### src/rtl/alu_pkg.sv
// Shared encodings for the bit-serial ALU: operation codes and sequencer states.
package alu_pkg;

    localparam logic [1:0] ALU_AND = 2'b00;
    localparam logic [1:0] ALU_OR  = 2'b01;
    localparam logic [1:0] ALU_ADD = 2'b10;
    localparam logic [1:0] ALU_SLT = 2'b11;

    typedef enum logic [1:0] {
        S_IDLE  = 2'b00,
        S_SHIFT = 2'b01,
        S_DONE  = 2'b10
    } state_e;

endpackage

### src/rtl/serial_alu_cell.sv
// One-bit combinational ALU slice. b arrives already inverted when required;
// SLT shares the sum path, and the sequencer does the sign fix-up.
module serial_alu_cell
    import alu_pkg::*;
(
    input  logic [1:0] op,
    input  logic       a,
    input  logic       b,
    input  logic       cin,
    output logic       res,
    output logic       cout
);

    // Full adder plus AND/OR result select
    always_comb begin
        cout = (a & b) | (a & cin) | (b & cin);
        case (op)
            ALU_AND: res = a & b;
            ALU_OR:  res = a | b;
            default: res = a ^ b ^ cin;
        endcase
    end

endmodule

### src/rtl/bit_serial_alu_seq.sv
// Bit-serial MIPS ALU sequencer: one bit per clock, LSB first, start/done handshake.
// Optional zero-detect output enabled by defining BIT_SERIAL_ALU_ZERO_EN.
module bit_serial_alu_seq
    import alu_pkg::*;
#(
    parameter int unsigned WIDTH = 32
) (
    input  logic             clk,
    input  logic             rst_n,
    input  logic             start,
    input  logic [1:0]       op,
    input  logic             binv,
    input  logic [WIDTH-1:0] a,
    input  logic [WIDTH-1:0] b,
    output logic             busy,
    output logic             done,
    output logic [WIDTH-1:0] result,
    output logic             cout,
    output logic             overflow,
    output logic             zero
);

    localparam int unsigned CntW = $clog2(WIDTH);
    localparam logic [CntW-1:0] LastCnt = CntW'(WIDTH - 1);

    state_e           state_q, state_d;
    logic [WIDTH-1:0] a_sh_q, a_sh_d;
    logic [WIDTH-1:0] b_sh_q, b_sh_d;
    logic [WIDTH-1:0] res_sh_q, res_sh_d;
    logic [WIDTH-1:0] result_q, result_d;
    logic [1:0]       op_q, op_d;
    logic             binv_q, binv_d;
    logic             carry_q, carry_d;
    logic [CntW-1:0]  cnt_q, cnt_d;
    logic             cout_q, cout_d;
    logic             ovf_q, ovf_d;

    logic             cell_res, cell_cout;
    logic             accept, shift_last, ovf_n, slt_bit, arith;
    logic             binv_e;
    logic [WIDTH-1:0] assembled;

    serial_alu_cell u_cell (
        .op   (op_q),
        .a    (a_sh_q[0]),
        .b    (b_sh_q[0] ^ binv_q),
        .cin  (carry_q),
        .res  (cell_res),
        .cout (cell_cout)
    );

    assign accept     = (state_q == S_IDLE) && start;
    assign shift_last = (state_q == S_SHIFT) && (cnt_q == LastCnt);
    assign ovf_n      = carry_q ^ cell_cout;
    assign slt_bit    = cell_res ^ ovf_n;
    assign arith      = op_q[1];
    assign binv_e     = (op == ALU_SLT) ? 1'b1 : binv;
    assign assembled  = {cell_res, res_sh_q[WIDTH-1:1]};

    // Sequencer next-state: accept, shift one bit per edge, capture at the MSB
    always_comb begin
        state_d  = state_q;
        a_sh_d   = a_sh_q;
        b_sh_d   = b_sh_q;
        res_sh_d = res_sh_q;
        result_d = result_q;
        op_d     = op_q;
        binv_d   = binv_q;
        carry_d  = carry_q;
        cnt_d    = cnt_q;
        cout_d   = cout_q;
        ovf_d    = ovf_q;
        case (state_q)
            S_IDLE: begin
                if (start) begin
                    a_sh_d   = a;
                    b_sh_d   = b;
                    res_sh_d = '0;
                    op_d     = op;
                    binv_d   = binv_e;
                    carry_d  = op[1] & binv_e;
                    cnt_d    = '0;
                    state_d  = S_SHIFT;
                end
            end
            S_SHIFT: begin
                a_sh_d   = a_sh_q >> 1;
                b_sh_d   = b_sh_q >> 1;
                res_sh_d = assembled;
                carry_d  = cell_cout;
                cnt_d    = cnt_q + CntW'(1);
                if (cnt_q == LastCnt) begin
                    cout_d   = arith & cell_cout;
                    ovf_d    = arith & ovf_n;
                    result_d = (op_q == ALU_SLT) ? {{(WIDTH-1){1'b0}}, slt_bit} : assembled;
                    state_d  = S_DONE;
                end
            end
            S_DONE:  state_d = S_IDLE;
            default: state_d = S_IDLE;
        endcase
    end

    // Sequencer state and datapath registers
    always_ff @(posedge clk or negedge rst_n) begin
        if (!rst_n) begin
            state_q  <= S_IDLE;
            a_sh_q   <= '0;
            b_sh_q   <= '0;
            res_sh_q <= '0;
            result_q <= '0;
            op_q     <= ALU_AND;
            binv_q   <= 1'b0;
            carry_q  <= 1'b0;
            cnt_q    <= '0;
            cout_q   <= 1'b0;
            ovf_q    <= 1'b0;
        end else begin
            state_q  <= state_d;
            a_sh_q   <= a_sh_d;
            b_sh_q   <= b_sh_d;
            res_sh_q <= res_sh_d;
            result_q <= result_d;
            op_q     <= op_d;
            binv_q   <= binv_d;
            carry_q  <= carry_d;
            cnt_q    <= cnt_d;
            cout_q   <= cout_d;
            ovf_q    <= ovf_d;
        end
    end

`ifdef BIT_SERIAL_ALU_ZERO_EN
    logic acc_q, acc_d;
    logic zero_q, zero_d;

    // Zero detect: OR every result bit as it is produced, publish at completion
    always_comb begin
        acc_d  = acc_q;
        zero_d = zero_q;
        if (accept) begin
            acc_d = 1'b0;
        end else if (state_q == S_SHIFT) begin
            acc_d = acc_q | cell_res;
        end
        if (shift_last) begin
            zero_d = (op_q == ALU_SLT) ? ~slt_bit : ~(acc_q | cell_res);
        end
    end

    // Zero-detect registers
    always_ff @(posedge clk or negedge rst_n) begin
        if (!rst_n) begin
            acc_q  <= 1'b0;
            zero_q <= 1'b0;
        end else begin
            acc_q  <= acc_d;
            zero_q <= zero_d;
        end
    end

    assign zero = zero_q;
`else
    assign zero = 1'b0;
`endif

    assign busy     = (state_q != S_IDLE);
    assign done     = (state_q == S_DONE);
    assign result   = result_q;
    assign cout     = cout_q;
    assign overflow = ovf_q;

endmodule

### config.mk
export PLATFORM = sky130hd
export DESIGN_NAME = bit_serial_alu_seq
export DESIGN_NICKNAME = d
export VERILOG_FILES = /design/src/rtl/alu_pkg.sv /design/src/rtl/serial_alu_cell.sv /design/src/rtl/bit_serial_alu_seq.sv
export SDC_FILE = /design/constraint.sdc
export NUM_CORES = 1
export LEC_CHECK = 0
export BUFFER_PORTS_ARGS = -buffer_cell sky130_fd_sc_hd__clkbuf_2
export CAP_MARGIN = 15
export CORE_MARGIN = 2
export CORE_UTILIZATION = 55
export DETAILED_ROUTE_END_ITERATION = 8
export PLACE_DENSITY = 0.79
export SYNTH_ARGS = -nofsm -noshare
export SYNTH_HDL_FRONTEND = slang
export SYNTH_HIERARCHICAL = 1
export SYNTH_SLANG_ARGS = --single-unit
### constraint.sdc
create_clock -name clk -period 2.5 [get_ports clk]
set_input_delay 0.25 -clock clk [delete_from_list [all_inputs] [get_ports clk]]
set_output_delay 0.25 -clock clk [all_outputs]
set_load 0.02 [all_outputs]
# Word level (Yosys, flattened, before mapping)
# Index checks and enable logic that the tools add are counted.
# Widths: inputs -> output; s select.
# classes
addsub,1
eq_ne,8
n_mux,16
bitwise,14
n_reduce_logical,8
# ops
op,count
$pmux 32 s2,3
$mux 32,4
$pmux 5 s2,1
$reduce_and 2->1,4
$and 1x1->1,6
$eq 2x2->1 const B,3
$add 5x1->5 const B,1
$eq 5x5->1 const B,1
$mux 5,1
$xor 1x1->1,5
$eq 2x1->1 const B,2
$logic_not 2->1,2
$mux 2,2
$pmux 1 s2,2
$pmux 2 s2,1
$reduce_bool 2->1,2
$or 1x1->1,3
$mux 1,2
$ne 2x1->1 const B,1
$ne 2x2->1 const B,1
# word_totals
ff_bits,141
input_bits,70
out_inout_bits,37
word_cells,58

# Logic depth before layout (Yosys ltp)
# Gate-level depths: netlist (run 1).
# logic_depth
depth_word,7
depth_mapped,8
depth_no_buf,8

# Cells and area by module
# Netlist (run 1), hierarchy kept.
# modules_own_cells
mod,instances,cells_each,area_per_inst_um2,seq_area_each_um2
bit_serial_alu_seq,1,553,5675.4,3503.4
serial_alu_cell,1,9,80.1,0.0

# Least setup slack after synthesis (run 1)
# Ideal clock, no wire load.
# synth_path
kind,reg-to-reg
from,reg binv_q
to,reg result_q[0] (netlist: result[0])
arrival_ns,1.729
required_time_ns,2.421
setup_slack_ns,0.692
stages_incl_launch_ff,8
path_buffers,0
synth_period_minus_slack_ns,1.808
path_cell_list,dfrtp_1 > xor2_1 > fa_1 > nand2b_1 > o31a_1 > xor3_1 > nand3_1 > a2bb2oi_1
# synth_between
elab_cells_between_ends,12
classes_between,mux (2); bitwise (10)
# synth_rtl
element,line,rtl
from (decl),bit_serial_alu_seq.sv:32,"logic binv_q, binv_d;"
from (signal assigned),bit_serial_alu_seq.sv:125,binv_q <= binv_d;
$xor 1x1->1 *,bit_serial_alu_seq.sv:46,".b (b_sh_q[0] ^ binv_q),"
$xor 1x1->1 (2 in a row),serial_alu_cell.sv:20,default: res = a ^ b ^ cin;
$pmux 1 s2 *,serial_alu_cell.sv:17,case (op)
net cell_res,bit_serial_alu_seq.sv:38,"logic cell_res, cell_cout;"
$xor 1x1->1 *,bit_serial_alu_seq.sv:55,assign slt_bit = cell_res ^ ovf_n;
$mux 32 *,bit_serial_alu_seq.sv:95,"result_d = (op_q == ALU_SLT) ? {{(WIDTH-1){1'b0}}, slt_bit} : assembled;"
to (signal assigned),bit_serial_alu_seq.sv:123,result_q <= result_d;
to (decl),bit_serial_alu_seq.sv:30,"logic [WIDTH-1:0] result_q, result_d;"
# Mark *: on every way through the listed nets, which the timed path passes. The rest lies on a longest branch.
# A chain may end at the register's enable or synchronous reset.

# Worst setup path after layout (run 1)
# Ends and elaborated chain as after synthesis.

==> results.md, run 1 <==
* Number of pins exceeding their max-slew limit in the final report at 0
* Multi-input gate area at 2040 sq um
* Post-synthesis sequential area ratio at 0.609
* Path class of the lowest-slack min-delay path: primary input to flip-flop
* Number of nets in the finished design at 791
* Total iterations of the first detailed-routing run at 5
* Die height at 106 um
* Number of H-tree levels at 4
* FF-to-FF path depth at 7
* Mux share of post-synthesis cell area at 0.00174
* Clk root buf: sky130_fd_sc_hd__clkbuf_8
* Antenna Violating Nets Remaining at 0
* Pleak at 3.70 nW
* Cells traversed along the worst timing path: xor2_1, fa_1, nand2b_1, o31a_1, xor3_1, nand3_1, a2bb2oi_1
* CTS tree: done
* Total global-route track usage at 0.258
* Origin of the worst min-delay path: b[13]
* Register area at 3500 sq um
* Period utilization at 0.783
* Filler Cells Inserted at 673
* Reg2reg end: result[0]$_DFFE_PN0P_
* Delay of the slowest cell on the worst path at 0.45 ns
* Die outline area at 11,300 sq um
* Worst Hold Depth at 3
* Number of buffers on the longest clock path at 2
* Resize count post-CTS at 0
* GRT overflow at 0
* Most used cells in the layout excluding fill and tap cells: sky130_fd_sc_hd__nand2_1 (154), sky130_fd_sc_hd__dfrtp_1 (140), sky130_fd_sc_hd__clkbuf_2 (104), sky130_fd_sc_hd__dlygate4sd3_1 (58), sky130_fd_sc_hd__nor2_1 (55)
* Antenna violations before repair at 0
* Fmax at 511 MHz
* Status: completed
* Post-Route Setup TNS at 0 ns
* Post-Route Skew at 0.00863 ns
* Wire length of the first global-routing pass at 22,900 um
* Power per Cell Area at 1210 nW/um^2
* TritonCTS sink count at 140
* Number of remaining DRC errors at 0
* Final Worst Setup Slack at 0.544 ns
* Post-Synthesis Cell Area at 5760 sq um
* Core box area at 10,200 sq um
* Xor and xnor fraction of the mapped netlist area at 0.00717
* Layout cells sized above 1 at 0.225
* CP max stage cell: sky130_fd_sc_hd__fa_1
* Unrepaired setup endpoints after global routing: no
* Effective utilization at floorplan at 0.563
* Top-Level Pins at 107
* Worst hold path endpoint: b_sh_q[13]$_DFFE_PN0P_
* Total vias in the final route at 4,704
* Count of input and output buffers at 105
* Chip Width at 106 um
* Via count of the first global-routing pass at 4,865
* Overall routed net length at 13,500 um
* Final critical-path required period at 1.96 ns
* Synthesized instance count at 562
* Final hold violations at 0
* Final standard cell utilization of the core at 0.736
* Worst Path Arrival at 2.39 ns
* Detailed-route vias per instance at 5.46
* Element type at the critical path end: flip-flop
* Reg2Reg Launch Point: binv_q$_DFFE_PN0P_
* Peak fanout along the critical path at 3
* Count of max-cap constraint violations at 0
* Sum of net half-perimeters after detailed placement at 7760 um
* Average cell area after synthesis at 10.2 sq um
* Pre-CTS setup slack at 0.556 ns
* Std-Cell Rows at 37
* Kind of launch point of the worst setup path: flip-flop
* Clk slew on worst S/H paths at 0.06 ns
* Relative max-transition margin at 0.613
* DR WL/cell at 15.7 um
* Max rail drop VDD at 0.570 mV
* Type of the setup path with the least slack: flip-flop to flip-flop
* Gpl congestion at 0.759
* Register bit total from synthesis at 140
* Worst-Margin Slew at 0.580 ns
* Synthesized-area fraction occupied by adder cells at 0.0122
* Worst hold slack at 0.00672 ns
* Largest net degree at the start of global routing at 57
* Count of cell types in the netlist at 35
* Post-CTS Repair Setup Buffers at 0
* Area Growth Syn to Fin at 30.8%
* Post-synthesis compound-gate area fraction at 0.141
* Synthesized net count at 637
* FF-to-FF setup slack at 0.54 ns
* CTS buffer count at 17
* Total of endpoints with negative setup slack in the final report at 0
* Most frequent standard cell in the layout excluding fill and tap cells: sky130_fd_sc_hd__nand2_1
* Clock Latency Late Sink at 0.52 ns
* DRC violation total after the first TritonRoute iteration at 272
* Total number of yosys warnings at 6
* Antenna cell count at 0
* Cts-stage hold buffer count at 58
* Data required time of the critical path at 2.94 ns
* Combinational family with the most area after synthesis: simple AND/OR/NAND/NOR gates
* Fraction of the mapped netlist area in simple logic gates at 0.189
-- logic make-up after synthesis --
kind of cell,after synthesis
xor+xnor,3
mux,1
buf+inv,45
flops,140
fa+ha+maj,5
compound gates,109
simple gates,258
other cells,1
-- through the flow --
| step | instance area [sq um] | cells | total power, mW |
|---|---|---|---|
| 2_1_floorplan | 5760 | 562 | 5.79 |
| 3_3_place_gp | 6370 | 775 | 6.40 |
| 3_5_place_dp | 6370 | 775 | 6.58 |
| 4_1_cts | 7530 | 862 | 9.12 |
| 5_1_grt | 7530 | 862 | 9.75 |
| 6_report | 7530 | 862 | 9.12 |
-- synth_stat cells --
cell | n | share of area
sky130_fd_sc_hd__buf_6 | 3 | 0.0059
sky130_fd_sc_hd__o22ai_1 | 27 | 0.029
sky130_fd_sc_hd__nand4_1 | 1 | 0.0011
sky130_fd_sc_hd__nor3b_1 | 1 | 0.0013
sky130_fd_sc_hd__nand3_1 | 29 | 0.025
sky130_fd_sc_hd__nand2_1 | 154 | 0.10
sky130_fd_sc_hd__clkbuf_1 | 10 | 0.0065
sky130_fd_sc_hd__buf_1 | 2 | 0.0013
sky130_fd_sc_hd__nor2_1 | 55 | 0.036
sky130_fd_sc_hd__a21oi_1 | 3 | 0.0026
sky130_fd_sc_hd__or2_2 | 1 | 0.0011
sky130_fd_sc_hd__ha_1 | 4 | 0.0087
sky130_fd_sc_hd__nand3_2 | 7 | 0.012
sky130_fd_sc_hd__fa_1 | 1 | 0.0035
sky130_fd_sc_hd__xor2_1 | 2 | 0.0030
sky130_fd_sc_hd__o31a_1 | 1 | 0.0015
sky130_fd_sc_hd__and3_1 | 1 | 0.0011
sky130_fd_sc_hd__o21bai_2 | 1 | 0.0020
sky130_fd_sc_hd__nor2b_1 | 5 | 0.0054
sky130_fd_sc_hd__a22o_1 | 32 | 0.049
sky130_fd_sc_hd__o21ba_2 | 1 | 0.0017
sky130_fd_sc_hd__or3b_1 | 1 | 0.0015
sky130_fd_sc_hd__mux2i_1 | 1 | 0.0017
sky130_fd_sc_hd__conb_1 | 1 | 0.00065
sky130_fd_sc_hd__a221o_1 | 1 | 0.0017
sky130_fd_sc_hd__a22oi_1 | 35 | 0.046
sky130_fd_sc_hd__a2bb2oi_1 | 1 | 0.0015
sky130_fd_sc_hd__o21ai_0 | 7 | 0.0061
sky130_fd_sc_hd__buf_4 | 2 | 0.0026
sky130_fd_sc_hd__dfrtp_1 | 140 | 0.61
sky130_fd_sc_hd__inv_1 | 3 | 0.0020
sky130_fd_sc_hd__nand3b_1 | 1 | 0.0013
sky130_fd_sc_hd__nand2b_1 | 2 | 0.0022
sky130_fd_sc_hd__xor3_1 | 1 | 0.0041
sky130_fd_sc_hd__buf_2 | 25 | 0.022
-- sequential cells by signal (all words and copies together), names as in the netlist, 2 cells and up --
register,cells
result,32
res_sh_q,31
a_sh_q,32
b_sh_q,32
cnt_q,5
state_q,2
op_q,2
-- worst max path at each step --
stage,start,cells past startpoint,slack (ns),endpoint
after floorplan,binv_q$_DFFE_PN0P_,7,0.69,result[0]$_DFFE_PN0P_
after global placement,binv_q$_DFFE_PN0P_,7,0.63,result[0]$_DFFE_PN0P_
after global routing,binv_q$_DFFE_PN0P_,7,0.42,result[0]$_DFFE_PN0P_
final,binv_q$_DFFE_PN0P_,7,0.54,result[0]$_DFFE_PN0P_
after detailed placement,binv_q$_DFFE_PN0P_,7,0.56,result[0]$_DFFE_PN0P_
after CTS,binv_q$_DFFE_PN0P_,7,0.54,result[0]$_DFFE_PN0P_
-- critical path: cells and delay by family (launching register included) --
family	cells	cell delay (ns)
simple gates	2	0.24
flops	1	0.39
compound gates	2	0.31
fa+ha+maj	1	0.45
xor+xnor	2	0.48
-- per-layer routing --
metal  track usage  part of all wire
met5             0                 0
met4        0.0930             0.020
met3        0.0595             0.044
met2         0.427              0.51
met1         0.337              0.43
-- power by group --
group | internal [mW] | total [mW] | switching (mW)
Combinational | 1.21 | 2.80 | 1.59
Sequential | 3.21 | 3.86 | 0.653
Clock | 1.53 | 2.46 | 0.934
Total | 5.95 | 9.12 | 3.17
-- layout make-up --
cell class | instances | area share
clock buffer | 18 | 0.0568
clock inverter | 11 | 0.0196
inverter | 3 | 0.00150
multi-input combinational | 377 | 0.271
sequential | 140 | 0.465
tap | 136 | 0.0226
timing repair buffer | 177 | 0.163
No activity file was read; power rests on OpenSTA's default activity.
==> inputs of run 2 (changes only) <==
--- a/config.mk
+++ b/config.mk
@@ -5,12 +5,13 @@
 export SDC_FILE = /design/constraint.sdc
 export NUM_CORES = 1
 export LEC_CHECK = 0
+export ABC_AREA = 1
 export BUFFER_PORTS_ARGS = -buffer_cell sky130_fd_sc_hd__clkbuf_2
 export CAP_MARGIN = 15
 export CORE_MARGIN = 2
-export CORE_UTILIZATION = 55
+export CORE_UTILIZATION = 56
 export DETAILED_ROUTE_END_ITERATION = 8
-export PLACE_DENSITY = 0.79
+export PLACE_DENSITY = 0.8
 export SYNTH_ARGS = -nofsm -noshare
 export SYNTH_HDL_FRONTEND = slang
 export SYNTH_HIERARCHICAL = 1
==> constraint.sdc (replaced) <==
create_clock -name clk -period 1.94 [get_ports clk]
set_input_delay 0.194 -clock clk [delete_from_list [all_inputs] [get_ports clk]]
set_output_delay 0.194 -clock clk [all_outputs]
set_load 0.02 [all_outputs]
==> run 2 against run 1 <==
Sequential share of layout area fell by 2.3 points; worst hold slack improved by 0.0037 ns; flip-flop and latch count did not move; final area rose by 5.2%; clock-buffer cell count rose by 3; global-route usage rose by 0.68 points; final cell count rose by 18%; wire length rose by 5.0%; total power rose by 40%; non-clock buffer count rose by 4.
==> results.md, run 2 <==
* Total number of yosys warnings at 6 (unchanged)
* Resize count post-CTS at 0 (unchanged)
* Clk slew on worst S/H paths at 0.06 ns (about the same)
* Chip Width at 108 um (+1.7%)
* Top-Level Pins at 107 (unchanged)
* Antenna Violating Nets Remaining at 0 (unchanged)
* Average cell area after synthesis at 8.66 sq um (-15%)
* Via count of the first global-routing pass at 5,370 (+10%)
* Antenna cell count at 0 (unchanged)
* List of most frequent post-synthesis cells: sky130_fd_sc_hd__nand2_1 (330), sky130_fd_sc_hd__dfrtp_1 (140), sky130_fd_sc_hd__nand3_1 (43)
* Mux share of post-synthesis cell area at 0 (-0.00174)
* Std-Cell Rows at 38 (+2.7%)
* Post-CTS Repair Setup Buffers at 0 (unchanged)
* Post-synthesis compound-gate area fraction at 0.0887 (-0.0522)
* Post-Synthesis Cell Area at 6070 sq um (+5.4%)
* Highest routed metal layer: met4
* Largest area contributor in the synthesized netlist: sky130_fd_sc_hd__dfrtp_1
* Worst Path Arrival at 2.20 ns (-0.19 ns)
* DR WL/cell at 14.0 um (-11%)
* Number of H-tree levels at 4 (unchanged)
* Most frequent standard cell in the layout excluding fill and tap cells: sky130_fd_sc_hd__nand2_1
* Count of max-cap constraint violations at 0 (unchanged)
* Most used cells in the layout excluding fill and tap cells: sky130_fd_sc_hd__nand2_1 (330), sky130_fd_sc_hd__dfrtp_1 (140), sky130_fd_sc_hd__clkbuf_2 (104), sky130_fd_sc_hd__dlygate4sd3_1 (64), sky130_fd_sc_hd__nand3_1 (43)
* Register bit total from synthesis at 140 (unchanged)
* Antenna violations before repair at 0 (unchanged)
* Leading cell type by number of instances after synthesis: sky130_fd_sc_hd__nand2_1
* Number of pins exceeding their max-slew limit in the final report at 0 (unchanged)
* Post-route met1 wirelength at 5780 um (+0.61%)
* Gpl congestion at 0.788 (+3.8%)
* Cts-stage hold buffer count at 64 (+10%)
* CTS tree: done
* Total of endpoints with negative setup slack in the final report at 0 (unchanged)
* Kind of launch point of the worst setup path: flip-flop
* Met3 wirelength from detailed routing at 717 um (+21%)
* Pre-CTS setup slack at 0.254 ns (-0.302 ns)
* Layout cells sized above 1 at 0.199 (-0.0259)
* Fraction of the mapped netlist area in simple logic gates at 0.252 (+0.0631)
* Internal power at 7.97 mW (+34%)
* Share of the synthesized area in the top cell type at 0.577 (-0.0314)
* Die outline area at 11,700 sq um (+3.4%)
* Number of enable-type register cells in the synthesized netlist at 0 (unchanged)
* Pleak at 4.10 nW (+11%)
* Peak fanout along the critical path at 56 (+53)
* DRC violation total after the first TritonRoute iteration at 331 (+22%)
* Number of buffers on the longest clock path at 2 (unchanged)
* Asr flop ratio synth at 1.00 (unchanged)
* Synth area leaders: sky130_fd_sc_hd__dfrtp_1 (58%), sky130_fd_sc_hd__nand2_1 (20%), sky130_fd_sc_hd__nand3_1 (3.5%), sky130_fd_sc_hd__o21ai_1 (3.1%), sky130_fd_sc_hd__o21ai_2 (2.9%)
* Sum of net half-perimeters after detailed placement at 8040 um (+3.6%)
* Final critical-path required period at 1.75 ns (-0.201 ns)
* Post-Route Setup TNS at 0 ns (unchanged)
* Die height at 108 um (+1.7%)
* Fmax at 570 MHz (+11%)
* Effective utilization at floorplan at 0.567 (+0.00470)
* Max rail drop VDD at 0.798 mV (+40%)
* Area Growth Syn to Fin at 30.6%
* TritonCTS sink count at 140 (unchanged)
* Overall routed net length at 14,200 um (+5.0%)
* Synthesized net count at 776 (+22%)
* Post-Route Skew at 0.00754 ns (-0.00110 ns)
* Path class of the lowest-slack min-delay path: primary input to flip-flop
* Number of nets in the finished design at 939 (+19%)
* Period utilization at 0.905 (+0.122)
* Final hold violations at 0 (unchanged)
* GRT overflow at 0 (unchanged)
* Total global-route track usage at 0.265 (+0.00683)
* Core box area at 10,700 sq um (+4.6%)
* Register share of total power at 0.385 (-0.039)
* Proportion of power drawn by combinational gates at 0.352 (+0.045)
* Wire length of the first global-routing pass at 24,200 um (+5.4%)
* Unrepaired setup endpoints after global routing: no
* Clk root buf: sky130_fd_sc_hd__clkbuf_8
* Total iterations of the first detailed-routing run at 5 (unchanged)
* Largest net degree at the start of global routing at 57 (unchanged)
* Status: completed
* Xor and xnor fraction of the mapped netlist area at 0.00144 (-0.00573)
* Type of the setup path with the least slack: flip-flop to flip-flop
* Number of remaining DRC errors at 0 (unchanged)
* Count of input and output buffers at 105 (unchanged)
* Data required time of the critical path at 2.38 ns (-0.56 ns)
* Met2 Routed Length at 7160 um (+3.8%)
* Synthesized instance count at 701 (+25%)
* Detailed-route vias per instance at 5.14 (-5.7%)
* Total vias in the final route at 5,227 (+11%)
* Relative contribution of the clock network to total power at 0.263 (-0.007)
* Switch Pwr at 4.83 mW (+52%)
* CTS buffer count at 17 (unchanged)
* Top flip-flop cell by instance count after synthesis: sky130_fd_sc_hd__dfrtp_1
* Final Worst Setup Slack at 0.185 ns (-0.359 ns)
* Count of cell types in the netlist at 25 (-29%)
* Switching part of the total power at 0.377 (+0.0291)
* Combinational family with the most area after synthesis: simple AND/OR/NAND/NOR gates
* Element type at the critical path end: flip-flop
* Relative max-transition margin at 0.579 (-0.0346)
* Clock Latency Late Sink at 0.53 ns (about the same)
* Worst-Margin Slew at 0.632 ns (+0.0518 ns)
* Post-synthesis sequential area ratio at 0.577 (-0.0314)
* Synthesized-area fraction occupied by adder cells at 0.0115 (-0.000628)
* Power per Cell Area at 1620 nW/um^2 (+33%)
[run 2: cell types whose count changed after synthesis, moves of 20 or more]
cell,delta
sky130_fd_sc_hd__nor2_1,-51
sky130_fd_sc_hd__o22ai_1,-27
sky130_fd_sc_hd__o21ai_1,+38
sky130_fd_sc_hd__a22o_1,-32
sky130_fd_sc_hd__o21ai_2,+20
sky130_fd_sc_hd__o21ai_0,+24
sky130_fd_sc_hd__inv_1,+36
sky130_fd_sc_hd__a22oi_1,-35
sky130_fd_sc_hd__nand2_1,+176
[run 2: critical path, stage by stage (launching register included)]
cell,delay (ns)
sky130_fd_sc_hd__dfrtp_1,0.43
sky130_fd_sc_hd__inv_2,0.14
sky130_fd_sc_hd__nand3_4,0.13
sky130_fd_sc_hd__nand2_2,0.10
sky130_fd_sc_hd__buf_4,0.53
sky130_fd_sc_hd__nand2_1,0.21
sky130_fd_sc_hd__o21ai_2,0.12
[run 2: logic make-up (layout without fill, tap and decap cells)]
logic type                 Yosys count  after routing
adders and majority gates            5              5
AOI/OAI and AO/OA                   92             92
buffers and inverters               79            254
DFF                                140            140
and+or+nand+nor                    383            383
other                                1              1
xor gates and xnor gates             1              1
[run 2: worst paths after layout]
check | from | to | slack [ns] | cells past startpoint
max in group asynchronous | rst_n | b_sh_q[1]$_DFFE_PN0P_ | 1.15 | 3
min in group asynchronous | rst_n | res_sh_q[3]$_DFFE_PN0P_ | 0.18 | 2
setup reg to reg | state_q[0]$_DFFE_PN0P_ | b_sh_q[17]$_DFFE_PN0P_ | 0.19 | 6
hold reg to reg | res_sh_q[21]$_DFFE_PN0P_ | res_sh_q[21]$_DFFE_PN0P_ | 0.47 | 2
hold / removal | b[3] | b_sh_q[3]$_DFFE_PN0P_ | 0.01 | 5
setup / recovery | state_q[0]$_DFFE_PN0P_ | b_sh_q[17]$_DFFE_PN0P_ | 0.19 | 6
[run 2: metal layers]
layer / vias to the layer above / GRT usage
li1: 2520 / -
met3: 50 / 0.0675
met2: 156 / 0.448
met4: 0 / 0.135
met5: - / 0
met1: 2501 / 0.315
[run 2: power groups by stage]
stage	logic (mW)	registers (mW)	clock network, mW
after floorplan	2.96	5.22	0
after global placement	4.14	4.88	0
after detailed placement	4.33	4.94	0
after CTS	4.47	4.91	3.42
after global routing	5.13	5.07	3.53
final	4.50	4.92	3.37
[run 2: area by class of cell]
cell class                 count  area (sq um)
sequential                   140          3500
fill                         750          2770
multi-input combinational    482          2150
timing repair buffer         181          1330
clock buffer                  21           449
tap                          140           175
clock inverter                10           165
inverter                      42           158
[run 2: stage by stage]
step	area, sq um	total power, mW	cells	hold WS (ns)	utilization
after floorplan	6070	8.19	701	-0.102	-
after global placement	6670	9.01	921	0.166	0.623
after detailed placement	6670	9.27	921	0.171	0.623
after CTS	7920	12.8	1016	0.000230	0.741
after global routing	7920	13.7	1016	0.0141	0.741
final	7920	12.8	1016	0.0105	0.741
